File: src/rtl/uart_pkg.sv
// ---------------------------------------------------------------------------
// uart_pkg
//   Shared definitions for the UART receive/transmit pair:
//     - receiver state encodings (uart_state_t)
//     - default clock frequency and bit rate
//     - bit-period derivation helpers (CLKS_PER_BIT, HALF_BIT)
// ---------------------------------------------------------------------------
package uart_pkg;

    localparam int unsigned DEF_CLK_FREQ = 50_000_000;
    localparam int unsigned DEF_BAUD     = 115_200;

    typedef enum logic [2:0] {
        ST_IDLE      = 3'd0,
        ST_START     = 3'd1,
        ST_DATA      = 3'd2,
        ST_PARITY    = 3'd3,
        ST_STOP      = 3'd4,
        ST_WAIT_HIGH = 3'd5
    } uart_state_t;

    // Integer bit period in clock cycles (truncating).
    function automatic int unsigned clks_per_bit(input int unsigned clk_freq,
                                                 input int unsigned baud);
        return clk_freq / baud;
    endfunction

    function automatic int unsigned half_bit(input int unsigned clk_freq,
                                             input int unsigned baud);
        return clks_per_bit(clk_freq, baud) / 2;
    endfunction

    localparam int unsigned DEF_CLKS_PER_BIT = clks_per_bit(DEF_CLK_FREQ, DEF_BAUD);
    localparam int unsigned DEF_HALF_BIT     = half_bit(DEF_CLK_FREQ, DEF_BAUD);

endpackage

File: src/rtl/uart_sync.sv
// ---------------------------------------------------------------------------
// uart_sync
//   Two-flop synchronizer for the asynchronous serial line. Both flops reset
//   to 1 (line idle level) so reset never looks like a start bit.
//   Ports:
//     clk_50M  - clock
//     reset    - synchronous active-high reset
//     async_in - asynchronous input
//     sync_out - synchronized output
// ---------------------------------------------------------------------------
module uart_sync (
    input  logic clk_50M,
    input  logic reset,
    input  logic async_in,
    output logic sync_out
);

    logic meta;

    always_ff @(posedge clk_50M) begin
        if (reset) begin
            meta     <= 1'b1;
            sync_out <= 1'b1;
        end else begin
            meta     <= async_in;
            sync_out <= meta;
        end
    end

endmodule

File: src/rtl/uart_rx.sv
// ---------------------------------------------------------------------------
// uart_rx
//   UART receiver, 8 data bits LSB first, 1 stop bit. Start bit is verified at
//   mid-bit; data and stop bits are sampled one bit period apart from there.
//   Optional even parity bit when UART_RX_PARITY_EN is defined (8E1),
//   otherwise 8N1 with parity_err tied low.
//   Ports:
//     clk_50M     - clock, all logic on rising edge
//     reset       - synchronous active-high reset
//     rx_raw      - asynchronous serial line, idle high
//     data_out    - last correctly received byte
//     data_valid  - one-cycle pulse when data_out is updated
//     rx_busy     - high from start detection until return to idle
//     framing_err - one-cycle pulse on a stop bit sampled low
//     parity_err  - one-cycle pulse on parity mismatch (0 without parity)
// ---------------------------------------------------------------------------
module uart_rx
    import uart_pkg::*;
#(
    parameter int unsigned CLK_FREQ = DEF_CLK_FREQ,
    parameter int unsigned BAUD     = DEF_BAUD
) (
    input  logic       clk_50M,
    input  logic       reset,
    input  logic       rx_raw,
    output logic [7:0] data_out,
    output logic       data_valid,
    output logic       rx_busy,
    output logic       framing_err,
    output logic       parity_err
);

    localparam int unsigned CLKS_PER_BIT = clks_per_bit(CLK_FREQ, BAUD);
    localparam int unsigned HALF_BIT     = half_bit(CLK_FREQ, BAUD);

    if (CLKS_PER_BIT < 4 || CLKS_PER_BIT > 65535) begin : g_bad_baud
        $error("uart_rx: CLKS_PER_BIT out of range 4..65535");
    end

    localparam logic [15:0] BIT_LAST  = 16'(CLKS_PER_BIT - 1);
    localparam logic [15:0] HALF_LAST = 16'(HALF_BIT - 1);

    logic        rx_sync;
    uart_state_t state;
    logic [15:0] timer;
    logic [2:0]  bit_idx;
    logic [7:0]  shift;
    logic        stop_ok;   // stop bit good this cycle; data_valid follows

`ifdef UART_RX_PARITY_EN
    logic        par_bad;
    logic        par_err_q;
    assign parity_err = par_err_q;
`else
    assign parity_err = 1'b0;
`endif

    uart_sync u_sync (
        .clk_50M  (clk_50M),
        .reset    (reset),
        .async_in (rx_raw),
        .sync_out (rx_sync)
    );

    always_ff @(posedge clk_50M) begin
        if (reset) begin
            state       <= ST_IDLE;
            timer       <= '0;
            bit_idx     <= '0;
            shift       <= '0;
            data_out    <= '0;
            data_valid  <= 1'b0;
            stop_ok     <= 1'b0;
            rx_busy     <= 1'b0;
            framing_err <= 1'b0;
`ifdef UART_RX_PARITY_EN
            par_bad     <= 1'b0;
            par_err_q   <= 1'b0;
`endif
        end else begin
            data_valid  <= stop_ok;
            stop_ok     <= 1'b0;
            framing_err <= 1'b0;
`ifdef UART_RX_PARITY_EN
            par_err_q   <= 1'b0;
`endif
            timer       <= timer + 16'd1;

            case (state)
                ST_IDLE: begin
                    timer <= '0;
                    if (!rx_sync) begin
                        state   <= ST_START;
                        rx_busy <= 1'b1;
`ifdef UART_RX_PARITY_EN
                        par_bad <= 1'b0;
`endif
                    end
                end

                ST_START: begin
                    if (timer == HALF_LAST) begin
                        timer <= '0;
                        if (rx_sync) begin
                            state   <= ST_IDLE;
                            rx_busy <= 1'b0;
                        end else begin
                            state   <= ST_DATA;
                            bit_idx <= '0;
                        end
                    end
                end

                ST_DATA: begin
                    if (timer == BIT_LAST) begin
                        timer   <= '0;
                        shift   <= {rx_sync, shift[7:1]};
                        bit_idx <= bit_idx + 3'd1;
                        if (bit_idx == 3'd7) begin
`ifdef UART_RX_PARITY_EN
                            state <= ST_PARITY;
`else
                            state <= ST_STOP;
`endif
                        end
                    end
                end

`ifdef UART_RX_PARITY_EN
                ST_PARITY: begin
                    if (timer == BIT_LAST) begin
                        timer   <= '0;
                        par_bad <= ^{shift, rx_sync};
                        state   <= ST_STOP;
                    end
                end
`endif

                ST_STOP: begin
                    if (timer == BIT_LAST) begin
                        timer <= '0;
                        if (rx_sync) begin
                            // Leave at mid stop bit so a following start bit
                            // with zero idle time is still caught.
                            state   <= ST_IDLE;
                            rx_busy <= 1'b0;
`ifdef UART_RX_PARITY_EN
                            if (par_bad) begin
                                par_err_q <= 1'b1;
                            end else begin
                                data_out <= shift;
                                stop_ok  <= 1'b1;
                            end
`else
                            data_out <= shift;
                            stop_ok  <= 1'b1;
`endif
                        end else begin
                            framing_err <= 1'b1;
                            state       <= ST_WAIT_HIGH;
                        end
                    end
                end

                ST_WAIT_HIGH: begin
                    timer <= '0;
                    if (rx_sync) begin
                        state   <= ST_IDLE;
                        rx_busy <= 1'b0;
                    end
                end

                default: begin
                    state   <= ST_IDLE;
                    timer   <= '0;
                    rx_busy <= 1'b0;
                end
            endcase
        end
    end

endmodule

File: config.mk
export PLATFORM = sky130hd
export DESIGN_NAME = uart_rx
export DESIGN_NICKNAME = d
export VERILOG_FILES = /design/src/rtl/uart_pkg.sv /design/src/rtl/uart_sync.sv /design/src/rtl/uart_rx.sv
export SDC_FILE = /design/constraint.sdc
export NUM_CORES = 1
export LEC_CHECK = 0
export ABC_CLOCK_PERIOD_IN_PS = 4500
export BUFFER_PORTS_ARGS = -buffer_cell sky130_fd_sc_hd__buf_2
export CAP_MARGIN = 20
export CORE_ASPECT_RATIO = 0.6
export CORE_UTILIZATION = 50
export CTS_CLUSTER_DIAMETER = 60
export DETAILED_ROUTE_END_ITERATION = 7
export PLACE_DENSITY_LB_ADDON = 0.15
export SLEW_MARGIN = 10
export SYNTH_ARGS = -nofsm -noshare
export SYNTH_HDL_FRONTEND = slang
export SYNTH_SLANG_ARGS = --single-unit
File: constraint.sdc
create_clock -name clk_50M -period 4.5 [get_ports clk_50M]
set_input_delay 0.45 -clock clk_50M [delete_from_list [all_inputs] [get_ports clk_50M]]
set_output_delay 0.45 -clock clk_50M [all_outputs]
set_load 0.02 [all_outputs]
==> out/summary.log, run 1 <==
[routing] number of violations reported at the end of detailed-routing iteration 0 57
[grt] all-layer global routing usage 0.200
[cts] CTS H-tree lvls 2
[setup_path] Critical path destination bit_idx[0]
[yosys] YS warnings 0
[floorplanning] Total Die Area 3990 µm²
[job] number of maximum-capacitance constraint violations 0
[final_layout] total area of multi-input combinational cells 911 µm²
[setup_path] CP Data Arrival Time 2.86 ns
[timing] slew at the pin closest to its max-slew limit 0.612 ns
[cts] number of buffers inserted by post-CTS setup repair 0
[routing] number of detailed-route iterations in the first pass 4
[yosys] Seq/Total Area, Yosys 0.472
[final_layout] Net count, final 217
[cts] CTS resizes 0
[final_layout] signed area change from the synthesized netlist to the final layout 9.72%
[cts] buffer depth of the longest clock path 2
[yosys] most used flip-flop cell after synthesis sky130_fd_sc_hd__dfxtp_1
[yosys] number of nets produced by synthesis 207
[timing] share of the clock period used by the worst path after layout 0.600
[setup_path] WP data required 4.66 ns
[setup_path] slack of the worst reg-to-reg path 1.80 ns
[place] IO buf count 13
[timing] setup TNS 0 ns
[final_layout] combined flip-flop and latch cell area 881 µm²
[floorplanning] vertical die dimension 49.3 µm
[routing] Vias per Instance 5.35
[routing] via count 1365
[routing] Wirelength per Cell 12.9 µm
[grt] Congestion Overflow GR 0
[yosys] number of enable-type register cells in the synthesized netlist 0
[cts] Clock transition at path regs 0.08 ns
[setup_path] endpoint kind of the worst setup timing path flop
[place] placed wire-length estimate 2400 µm
[routing] WL final 3290 µm
[place] RD Place Congestion 0.851
[setup_path] worst-path maximum fanout 11
[pwr] worst IR drop on VDD 0.211 mV
[timing] final count of hold timing violations 0
[outcome] status completed
[pwr] power after layout 778 µW
[timing] number of setup violations in the final report 0
[grt] vias in the first global route 1254
[floorplanning] initial standard-cell utilization of the core 0.548
[floorplanning] placeable core region 3400 µm²
[routing] antenna-violating nets left 0
[setup_path] R2R depth 5
[cts] count of hold buffers inserted by post-cts repair 0
[setup_path] element type at the critical path start flop
[pwr] leakage power figure 0.000883 µW
[routing] DRC violation count after routing 0
[floorplanning] number of top-level pins 15
[timing] Fmax 370 MHz
[timing] Worst slew margin 0.591
[yosys] Netlist Area Pre-Place 1870 µm²
[setup_path] reg2reg end bit_idx[0]
[final_layout] most common library cell in the layout ignoring fill and taps sky130_fd_sc_hd__dfxtp_1
[cts] number of sinks on the clock net 44
[setup_path] slowest cell on the critical path sky130_fd_sc_hd__or4_1
[yosys] Mapped Cells 199
[cts] clock buffer count from CTS 5
[final_layout] FILL cells 301
[setup_path] cell-by-cell trace of the critical path or4_1 > nor4_2 > nand3_1 > a21oi_1 > a211oi_1
[final_layout] fraction of final layout cells with drive strength greater than 1 0.114
[timing] post-layout minimum cycle time 2.70 ns
[yosys] Synth cell types 37
[setup_path] Setup crit start timer[13]
[yosys] synthesized area divided by synthesized cell count 9.37 µm²
[pwr] total power density per cell area 380 nW/µm²
[final_layout] most frequent cells in the layout 44 x sky130_fd_sc_hd__dfxtp_1, 41 x sky130_fd_sc_hd__nor2_1, 16 x sky130_fd_sc_hd__mux2i_1, 13 x sky130_fd_sc_hd__buf_2, 9 x sky130_fd_sc_hd__nand3_1
[grt] maximum number of pins on one net before global-route repair 35
[yosys] number of synthesized register bits 44
[min_path] class of the worst hold path primary input to flop
[grt] antenna violations before repair 0
[cts] Worst-Skew Late Latency 0.30 ns
[floorplanning] row count 16
[setup_path] longest individual stage delay on the worst path 0.62 ns
[timing] RSZ-0062 raised after global routing no
[cts] CTS tree done
[floorplanning] Die Wd 80.9 µm
[timing] clock skew 0.00462 ns
[setup_path] Reg2Reg Launch Point timer[13]
[grt] wire length of the first global-routing pass 5820 µm
[yosys] share of synthesized flip-flops with an asynchronous set or reset 0
[cts] clock root buffer master sky130_fd_sc_hd__clkbuf_8
[timing] fin. max-slew vios 0
[setup_path] WS Path Type flop to flop
[final_layout] diodes inserted 0
registers in the layout, summed over array words and instances, names as in the netlist:
| name | flops |
|---|---|
| shift | 8 |
| bit_idx | 3 |
| timer | 16 |
| state | 3 |
| data_out | 8 |
| u_sync.meta | 1 |
| u_sync.sync_out | 1 |
| framing_err | 1 |
| rx_busy | 1 |
| stop_ok | 1 |
| data_valid | 1 |
per-layer routing:
metal	up-vias	routed length [µm]	GRT usage
li1	693	-	-
met1	641	1680	0.270
met2	26	1350	0.286
met3	5	209	0.0841
met4	0	51	0.0625
met5	-	0	0
power breakdown:
part           total [µW]  internal [µW]  switching [µW]  leakage (µW)
Sequential            410            398            12.0      0.000355
Clock                 299            164             135     0.0000541
Combinational        69.2           24.9            44.3      0.000474
Yosys cell counts, drive strengths merged (4+ instances only):
cell type | count | share of area
dfxtp | 44 | 0.47
nor2 | 41 | 0.082
mux2i | 16 | 0.086
nand3 | 9 | 0.024
xnor2 | 8 | 0.038
nand2 | 7 | 0.014
xor2 | 7 | 0.033
inv | 6 | 0.012
buf | 5 | 0.017
clkbuf | 5 | 0.010
ha | 5 | 0.034
nor2b | 4 | 0.013
o21ai | 4 | 0.011
or4 | 4 | 0.016
cell families (layout without fill, tap and decap cells):
| logic type | count (synthesis) | count (layout) | share of synthesized area |
|---|---|---|---|
| buf+inv | 16 | 27 | 0.0396 |
| flops | 44 | 44 | 0.472 |
| simple gates | 87 | 87 | 0.239 |
| xor+xnor | 15 | 15 | 0.0704 |
| other cells | 1 | 1 | 0.00201 |
| mux | 17 | 17 | 0.0919 |
| fa+ha+maj | 5 | 5 | 0.0335 |
| compound gates | 14 | 14 | 0.0516 |
area by class of cell:
class / count / share of cell area
clock buffer: 5 / 0.0336
clock inverter: 3 / 0.0208
inverter: 6 / 0.0110
multi-input combinational: 139 / 0.445
sequential: 44 / 0.430
tap: 45 / 0.0275
timing repair buffer: 13 / 0.0318
worst min-delay path by stage:
| stage | to | cells past startpoint | slack, ns | start |
|---|---|---|---|---|
| final | u_sync.meta | 2 | 0.34 | rx_raw |
| after global routing | u_sync.meta | 2 | 0.33 | rx_raw |
| after CTS | u_sync.meta | 2 | 0.32 | rx_raw |
| after detailed placement | u_sync.sync_out | 1 | 0.40 | u_sync.meta |
| after global placement | u_sync.sync_out | 1 | 0.40 | u_sync.meta |
| after floorplan | u_sync.sync_out | 1 | 0.39 | u_sync.meta |
metrics by stage:
step                setup WS, ns  instances  utilization  instance area, µm²  hold WS (ns)
finish                      1.80        255        0.601                2050         0.336
global route                1.64        255        0.601                2050         0.326
CTS                         1.84        255        0.601                2050         0.321
detailed placement          1.87        247        0.569                1940         0.398
global placement            1.99        247        0.569                1940         0.401
floorplan                   2.42        199            -                1870         0.389
critical path: cells and delay by family, from the launching register on:
kind               cells  cell delay, ns
and+or+nand+nor        3            1.64
AOI/OAI and AO/OA      2            0.58
DFF                    1            0.35
Power figures use the tool's default switching activity.
==> inputs of run 2 (changes only) <==
--- a/config.mk
+++ b/config.mk
@@ -5,7 +5,8 @@
 export SDC_FILE = /design/constraint.sdc
 export NUM_CORES = 1
 export LEC_CHECK = 0
-export ABC_CLOCK_PERIOD_IN_PS = 4500
+export ABC_AREA = 1
+export ABC_CLOCK_PERIOD_IN_PS = 2200
 export BUFFER_PORTS_ARGS = -buffer_cell sky130_fd_sc_hd__buf_2
 export CAP_MARGIN = 20
 export CORE_ASPECT_RATIO = 0.6
==> constraint.sdc (replaced) <==
create_clock -name clk_50M -period 2.2 [get_ports clk_50M]
set_input_delay 0.22 -clock clk_50M [delete_from_list [all_inputs] [get_ports clk_50M]]
set_output_delay 0.22 -clock clk_50M [all_outputs]
set_load 0.02 [all_outputs]
==> out/summary.log, run 2 <==
[outcome] status completed
[routing] Wirelength per Cell 11.4 µm [-12%]
[yosys] Netlist Area Pre-Place 2050 µm² [+9.7%]
[floorplanning] Die Wd 84.6 µm [+4.6%]
[grt] vias in the first global route 1440 [+15%]
[routing] Vias per Instance 4.96 [-7.3%]
[routing] antenna-violating nets left 0 [unchanged]
[cts] CTS H-tree lvls 2 [unchanged]
[final_layout] fraction of final layout cells with drive strength greater than 1 0.148 [+0.0340]
[floorplanning] row count 17 [+1]
[floorplanning] vertical die dimension 51.6 µm [+4.6%]
[timing] setup TNS 0 ns [unchanged]
[yosys] library cell occupying the most area in the post-synthesis netlist sky130_fd_sc_hd__dfxtp_1
[timing] final count of hold timing violations 0 [unchanged]
[cts] number of buffers inserted by post-CTS setup repair 0 [unchanged]
[place] Placed Cells 329 [+33%]
[setup_path] worst-path maximum fanout 16 [+5]
[cts] count of hold buffers inserted by post-cts repair 0 [unchanged]
[yosys] most common cell in the synthesized netlist sky130_fd_sc_hd__dfxtp_1
[cts] CTS resizes 0 [unchanged]
[final_layout] registers with the most flip-flops timer x16, data_out x8, shift x8
[final_layout] flip-flop count of the largest register, all copies and words added 16 [unchanged]
[final_layout] most frequent cells in the layout 44 x sky130_fd_sc_hd__dfxtp_1, 40 x sky130_fd_sc_hd__nand2_1, 39 x sky130_fd_sc_hd__nor2_1, 29 x sky130_fd_sc_hd__inv_1, 19 x sky130_fd_sc_hd__nor3_1
[pwr] worst IR drop on VDD 0.703 mV [+230%]
[min_path] class of the worst hold path primary input to flop
[yosys] Synth cell types 32 [-14%]
[timing] Fmax 562 MHz [+52%]
[grt] antenna violations before repair 0 [unchanged]
[final_layout] signed area change from the synthesized netlist to the final layout 9.78% [about the same]
[setup_path] CP Data Arrival Time 1.94 ns [-0.92 ns]
[yosys] number of synthesized register bits 44 [unchanged]
[floorplanning] initial standard-cell utilization of the core 0.541 [-0.00751]
[timing] share of the clock period used by the worst path after layout 0.809 [+0.209]
[routing] number of detailed-route iterations in the first pass 6 [+2]
[pwr] leakage power figure 0.000912 µW [+3.2%]
[final_layout] final design area excluding fillers 2250 µm² [+9.8%]
[timing] fin. max-slew vios 0 [unchanged]
[timing] clock skew 0.00706 ns [+0.00244 ns]
[setup_path] WP data required 2.36 ns [-2.30 ns]
[place] placement-stage cell area 2150 µm² [+11%]
[setup_path] element type at the critical path start flop
[pwr] total power density per cell area 935 nW/µm² [+150%]
[timing] number of setup violations in the final report 0 [unchanged]
[place] IO buf count 13 [unchanged]
[routing] number of violations reported at the end of detailed-routing iteration 0 126 [+120%]
[yosys] Seq/Total Area, Yosys 0.430 [-0.0418]
[job] number of maximum-capacitance constraint violations 0 [unchanged]
[routing] DRC violation count after routing 0 [unchanged]
[cts] CTS tree done
[grt] wire length of the first global-routing pass 6890 µm [+19%]
[timing] post-layout minimum cycle time 1.78 ns [-0.920 ns]
[grt] maximum number of pins on one net before global-route repair 21 [-40%]
[cts] clock root buffer master sky130_fd_sc_hd__clkbuf_8
[routing] WL final 3830 µm [+17%]
[cts] number of sinks on the clock net 44 [unchanged]
[floorplanning] number of top-level pins 15 [unchanged]
[final_layout] diodes inserted 0 [unchanged]
[yosys] synthesized area divided by synthesized cell count 7.47 µm² [-20%]
[yosys] fraction of synthesized cell area taken by the top area cell type 0.430 [-0.0418]
[pwr] power after layout 2100 µW [+170%]
[cts] clock buffer count from CTS 5 [unchanged]
[yosys] YS warnings 0 [unchanged]
[final_layout] Net count, final 297 [+37%]
[grt] all-layer global routing usage 0.204 [+0.00452]
[yosys] share of synthesized flip-flops with an asynchronous set or reset 0 [unchanged]
[final_layout] Most flops, register timer
[timing] RSZ-0062 raised after global routing no
[grt] Congestion Overflow GR 0 [unchanged]
[yosys] Mapped Cells 274 [+38%]
[floorplanning] Total Die Area 4360 µm² [+9.4%]
[cts] buffer depth of the longest clock path 2 [unchanged]
[timing] final worst hold slack 0.109 ns [-0.227 ns]
[final_layout] most common library cell in the layout ignoring fill and taps sky130_fd_sc_hd__dfxtp_1
[place] placed wire-length estimate 2730 µm [+14%]
[yosys] cell types with the largest area share after synthesis sky130_fd_sc_hd__dfxtp_1 43%, sky130_fd_sc_hd__nand2_1 7.3%, sky130_fd_sc_hd__nor2_1 7.2%, sky130_fd_sc_hd__inv_1 5.3%, sky130_fd_sc_hd__nor3_1 4.6%
[yosys] most used flip-flop cell after synthesis sky130_fd_sc_hd__dfxtp_1
[yosys] most numerous cell types in the synthesized netlist 44 x sky130_fd_sc_hd__dfxtp_1, 40 x sky130_fd_sc_hd__nand2_1, 39 x sky130_fd_sc_hd__nor2_1
[place] RD Place Congestion 0.859 [+0.93%]
[floorplanning] placeable core region 3790 µm² [+11%]
[setup_path] endpoint kind of the worst setup timing path flop
[routing] via count 1673 [+23%]
[yosys] number of nets produced by synthesis 282 [+36%]
[cts] Worst-Skew Late Latency 0.29 ns [about the same]
[final_layout] final cell count without fillers 337 [+32%]
[yosys] number of enable-type register cells in the synthesized netlist 0 [unchanged]
[setup_path] WS Path Type flop to flop
[cts] Clock transition at path regs 0.08 ns [about the same]
-- run 2: path summary, 6_finish.rpt --
path             from     endpoint  slack [ns]  depth (start not counted)
min            rx_raw  u_sync.meta        0.11                          2
min reg2reg   stop_ok   data_valid        0.41                          2
max reg2reg  timer[0]     timer[9]        0.42                         10
max          timer[0]     timer[9]        0.42                         10
-- run 2: cells by family (layout without fill, tap and decap cells) --
logic type / count (synthesis) / count (layout) / share of synthesized area
AOI/OAI and AO/OA: 36 / 36 / 0.103
xor gates and xnor gates: 11 / 11 / 0.0471
adders and majority gates: 5 / 5 / 0.0306
buffers and inverters: 44 / 60 / 0.0874
DFF: 44 / 44 / 0.430
other: 1 / 1 / 0.00183
and+or+nand+nor: 133 / 133 / 0.300
-- run 2: layout make-up --
| class | instances | area (µm²) |
|---|---|---|
| inverter | 36 | 135 |
| multi-input combinational | 186 | 987 |
| sequential | 44 | 881 |
| tap | 47 | 58.8 |
| clock buffer | 6 | 82.6 |
| fill | 356 | 1540 |
| clock inverter | 2 | 15.0 |
| timing repair buffer | 16 | 87.6 |
-- run 2: critical path, cell delays in order (launching register included) --
cell and delay, ns:
sky130_fd_sc_hd__dfxtp_1 0.40, sky130_fd_sc_hd__ha_1 0.18, sky130_fd_sc_hd__nand2_1 0.06, sky130_fd_sc_hd__inv_2 0.05, sky130_fd_sc_hd__nand2_1 0.07, sky130_fd_sc_hd__nor2_4 0.15
sky130_fd_sc_hd__nand2_4 0.09, sky130_fd_sc_hd__nand2_2 0.08, sky130_fd_sc_hd__nand2_2 0.08, sky130_fd_sc_hd__a21oi_4 0.39, sky130_fd_sc_hd__nor3_1 0.10
-- run 2: metrics by stage --
stage / setup WS [ns] / util
2_1_floorplan: 0.629 / -
3_3_place_gp: 0.455 / 0.568
3_5_place_dp: 0.431 / 0.568
4_1_cts: 0.398 / 0.594
5_1_grt: 0.191 / 0.594
6_report: 0.420 / 0.594
-- run 2: power by group --
part           switching, µW  internal [µW]
combinational            487            212
sequential              41.7            838
clock                    269            254
-- run 2: layer usage --
metal / vias to the layer above / GRT usage / wire length [µm]
met5: - / 0 / 0
met4: 0 / 0.0508 / 12
met3: 2 / 0.0476 / 180
met2: 41 / 0.266 / 1400
met1: 725 / 0.328 / 2240
li1: 905 / - / -
==> inputs of run 3 (changes only) <==
--- a/config.mk
+++ b/config.mk
@@ -6,7 +6,7 @@
 export NUM_CORES = 1
 export LEC_CHECK = 0
 export ABC_AREA = 1
-export ABC_CLOCK_PERIOD_IN_PS = 2200
+export ABC_CLOCK_PERIOD_IN_PS = 1500
 export BUFFER_PORTS_ARGS = -buffer_cell sky130_fd_sc_hd__buf_2
 export CAP_MARGIN = 20
 export CORE_ASPECT_RATIO = 0.6
==> constraint.sdc (replaced) <==
create_clock -name clk_50M -period 1.5 [get_ports clk_50M]
set_input_delay 0.15 -clock clk_50M [delete_from_list [all_inputs] [get_ports clk_50M]]
set_output_delay 0.15 -clock clk_50M [all_outputs]
set_load 0.02 [all_outputs]
==> out/summary.log, run 3 (synthesized netlist as in run 2, its figures left out) <==
[outcome] violated checks negative setup slack
[floorplanning] vertical die dimension 51.6 µm [unchanged]
[setup_path] endpoint kind of the worst setup timing path flop
[timing] RSZ-0062 raised after global routing yes
[place] placement-stage cell area 2350 µm² [+9.3%]
[setup_path] Critical path destination timer[8]
[floorplanning] placeable core region 3790 µm² [unchanged]
[cts] clock root buffer master sky130_fd_sc_hd__clkbuf_8
[timing] Fmax 636 MHz [+13%]
[setup_path] Reg2Reg Launch Point timer[0]
[final_layout] most common library cell in the layout ignoring fill and taps sky130_fd_sc_hd__dfxtp_1
[final_layout] final cell count without fillers 364 [+8.0%]
[setup_path] CP Data Arrival Time 1.77 ns [-0.17 ns]
[final_layout] flip-flop count of the largest register, all copies and words added 16 [unchanged]
[final_layout] fraction of final layout cells with drive strength greater than 1 0.300 [+0.151]
[place] placed wire-length estimate 3070 µm [+13%]
[pwr] worst IR drop on VDD 0.979 mV [+39%]
[cts] buffer depth of the longest clock path 2 [unchanged]
[cts] clock buffer count from CTS 5 [unchanged]
[timing] post-layout minimum cycle time 1.57 ns [-0.207 ns]
[final_layout] Net count, final 324 [+9.1%]
[final_layout] diodes inserted 0 [unchanged]
[setup_path] Setup crit start timer[0]
[grt] wire length of the first global-routing pass 7250 µm [+5.2%]
[timing] setup TNS -0.871 ns [-0.871 ns]
[floorplanning] Die Wd 84.6 µm [unchanged]
[routing] via count 1900 [+14%]
[final_layout] signed area change from the synthesized netlist to the final layout 28.5%
[setup_path] element type at the critical path start flop
[timing] final worst hold slack 0.0326 ns [-0.0761 ns]
[min_path] class of the worst hold path primary input to flop
[grt] Congestion Overflow GR 0 [unchanged]
[floorplanning] row count 17 [unchanged]
[floorplanning] Total Die Area 4360 µm² [unchanged]
[final_layout] final design area excluding fillers 2630 µm² [+17%]
[cts] CTS tree done
[pwr] leakage power figure 0.00112 µW [+23%]
[floorplanning] number of top-level pins 15 [unchanged]
[floorplanning] initial standard-cell utilization of the core 0.541 [unchanged]
[setup_path] WP data required 1.70 ns [-0.66 ns]
[grt] vias in the first global route 1568 [+8.9%]
[timing] final count of hold timing violations 0 [unchanged]
[pwr] total power density per cell area 1420 nW/µm² [+52%]
[cts] Worst-Skew Late Latency 0.30 ns [about the same]
[setup_path] worst-path maximum fanout 8 [-8]
[routing] DRC violation count after routing 0 [unchanged]
[setup_path] slack of the worst reg-to-reg path -0.07 ns [-0.49 ns]
[routing] Wirelength per Cell 12.7 µm [+12%]
[routing] Vias per Instance 5.22 [+5.1%]
[cts] number of sinks on the clock net 44 [unchanged]
[grt] maximum number of pins on one net before global-route repair 21 [unchanged]
[setup_path] R2R depth 10 [unchanged]
[final_layout] FILL cells 318 [-11%]
[final_layout] registers with the most flip-flops timer x16, data_out x8, shift x8
[final_layout] Most flops, register timer
[routing] number of violations reported at the end of detailed-routing iteration 0 96 [-24%]
[setup_path] WS Path Type flop to flop
[grt] antenna violations before repair 0 [unchanged]
[timing] share of the clock period used by the worst path after layout 1.05 [+0.239]
[place] IO buf count 13 [unchanged]
[job] number of maximum-capacitance constraint violations 0 [unchanged]
[place] Placed Cells 350 [+6.4%]
[cts] CTS H-tree lvls 2 [unchanged]
[cts] count of hold buffers inserted by post-cts repair 0 [unchanged]
[final_layout] most frequent cells in the layout 40 x sky130_fd_sc_hd__dfxtp_1, 36 x sky130_fd_sc_hd__nor2_1, 36 x sky130_fd_sc_hd__nand2_1, 27 x sky130_fd_sc_hd__inv_1, 25 x sky130_fd_sc_hd__buf_4
[timing] clock skew 0.00460 ns [-0.00246 ns]
[place] pre-CTS WS -0.0560 ns [-0.487 ns]
[routing] antenna-violating nets left 0 [unchanged]
[cts] Clock transition at path regs 0.08 ns [about the same]
[timing] fin. max-slew vios 0 [unchanged]
[grt] all-layer global routing usage 0.221 [+0.0170]
[setup_path] reg2reg end timer[8]
[place] RD Place Congestion 0.877 [+2.1%]
[routing] WL final 4630 µm [+21%]
[timing] number of setup violations in the final report 16 [+16]
[outcome] status finished with violations
[routing] number of detailed-route iterations in the first pass 6 [unchanged]
[timing] post-route worst setup slack -0.0725 ns [-0.493 ns]
## run 3: cell types whose count changed in the layout (fill, tap and decap cells not counted), moves of 3 or more
cell / change
sky130_fd_sc_hd__dfxtp_1: -4
sky130_fd_sc_hd__dfxtp_2: +3
sky130_fd_sc_hd__o21ai_2: +5
sky130_fd_sc_hd__o21ai_0: -6
sky130_fd_sc_hd__nand2_1: -4
sky130_fd_sc_hd__nor2_1: -3
sky130_fd_sc_hd__buf_4: +22
sky130_fd_sc_hd__buf_12: +3
## run 3: cell type report
cell class,count,area (µm²),area share
Clock buffer,5,68.8,0.0262
Clock inverter,3,42.5,0.0162
Inverter,36,135,0.0514
Multi-Input combinational cell,186,1090,0.413
Sequential cell,44,888,0.338
Tap cell,47,58.8,0.0224
Timing Repair Buffer,43,349,0.133
## run 3: worst max-delay path, cell delays in order, from the launching register on
cell                        delay (ns)
sky130_fd_sc_hd__dfxtp_4          0.37
sky130_fd_sc_hd__inv_1            0.06
sky130_fd_sc_hd__ha_1             0.15
sky130_fd_sc_hd__nand3b_1         0.09
sky130_fd_sc_hd__nor2_1           0.11
sky130_fd_sc_hd__nand2_1          0.09
sky130_fd_sc_hd__nand2_2          0.10
sky130_fd_sc_hd__nand2_4          0.08
sky130_fd_sc_hd__a21oi_4          0.19
sky130_fd_sc_hd__clkbuf_16        0.19
sky130_fd_sc_hd__nor3_1           0.04
## run 3: stage by stage
step | util | total power (µW)
finish | 0.695 | 3730
floorplan | - | 2170
CTS | 0.673 | 3740
global route | 0.695 | 3930
global placement | 0.620 | 2600
detailed placement | 0.620 | 2600
## run 3: power breakdown
group          internal, µW  total (µW)  switching, µW
combinational           672        1540            868
clock                   493         906            413
sequential             1230        1290           55.5
total                  2400        3730           1340
## run 3: what timing repair did
| item | CTS | global route |
|---|---|---|
| endpoints found under the hold margin | 0 | 0 |
| setup endpoints to repair | 19 | 40 |
| cloned | 1 | 0 |
| buffers inserted | 5 | 0 |
| pin swaps | 3 | 3 |
| gates resized for setup | 11 | 27 |
## run 3: how the worst min path moves through the flow
stage / depth (start not counted) / slack [ns] / startpoint / endpoint
6_report: 2 / 0.03 / rx_raw / u_sync.meta
5_1_grt: 2 / 0.02 / rx_raw / u_sync.meta
4_1_cts: 2 / 0.03 / rx_raw / u_sync.meta
3_5_place_dp: 2 / 0.34 / rx_raw / u_sync.meta
3_3_place_gp: 2 / 0.33 / rx_raw / u_sync.meta
2_1_floorplan: 1 / 0.25 / rx_raw / u_sync.meta
## run 3: per-layer routing
metal  vias to the layer above  share of wire  global-route usage
met2                        54           0.42               0.304
li1                        969              -                   -
met4                         0          0.015              0.0819
met5                         -              0                   0
met3                         9          0.062              0.0587
met1                       868           0.51               0.329
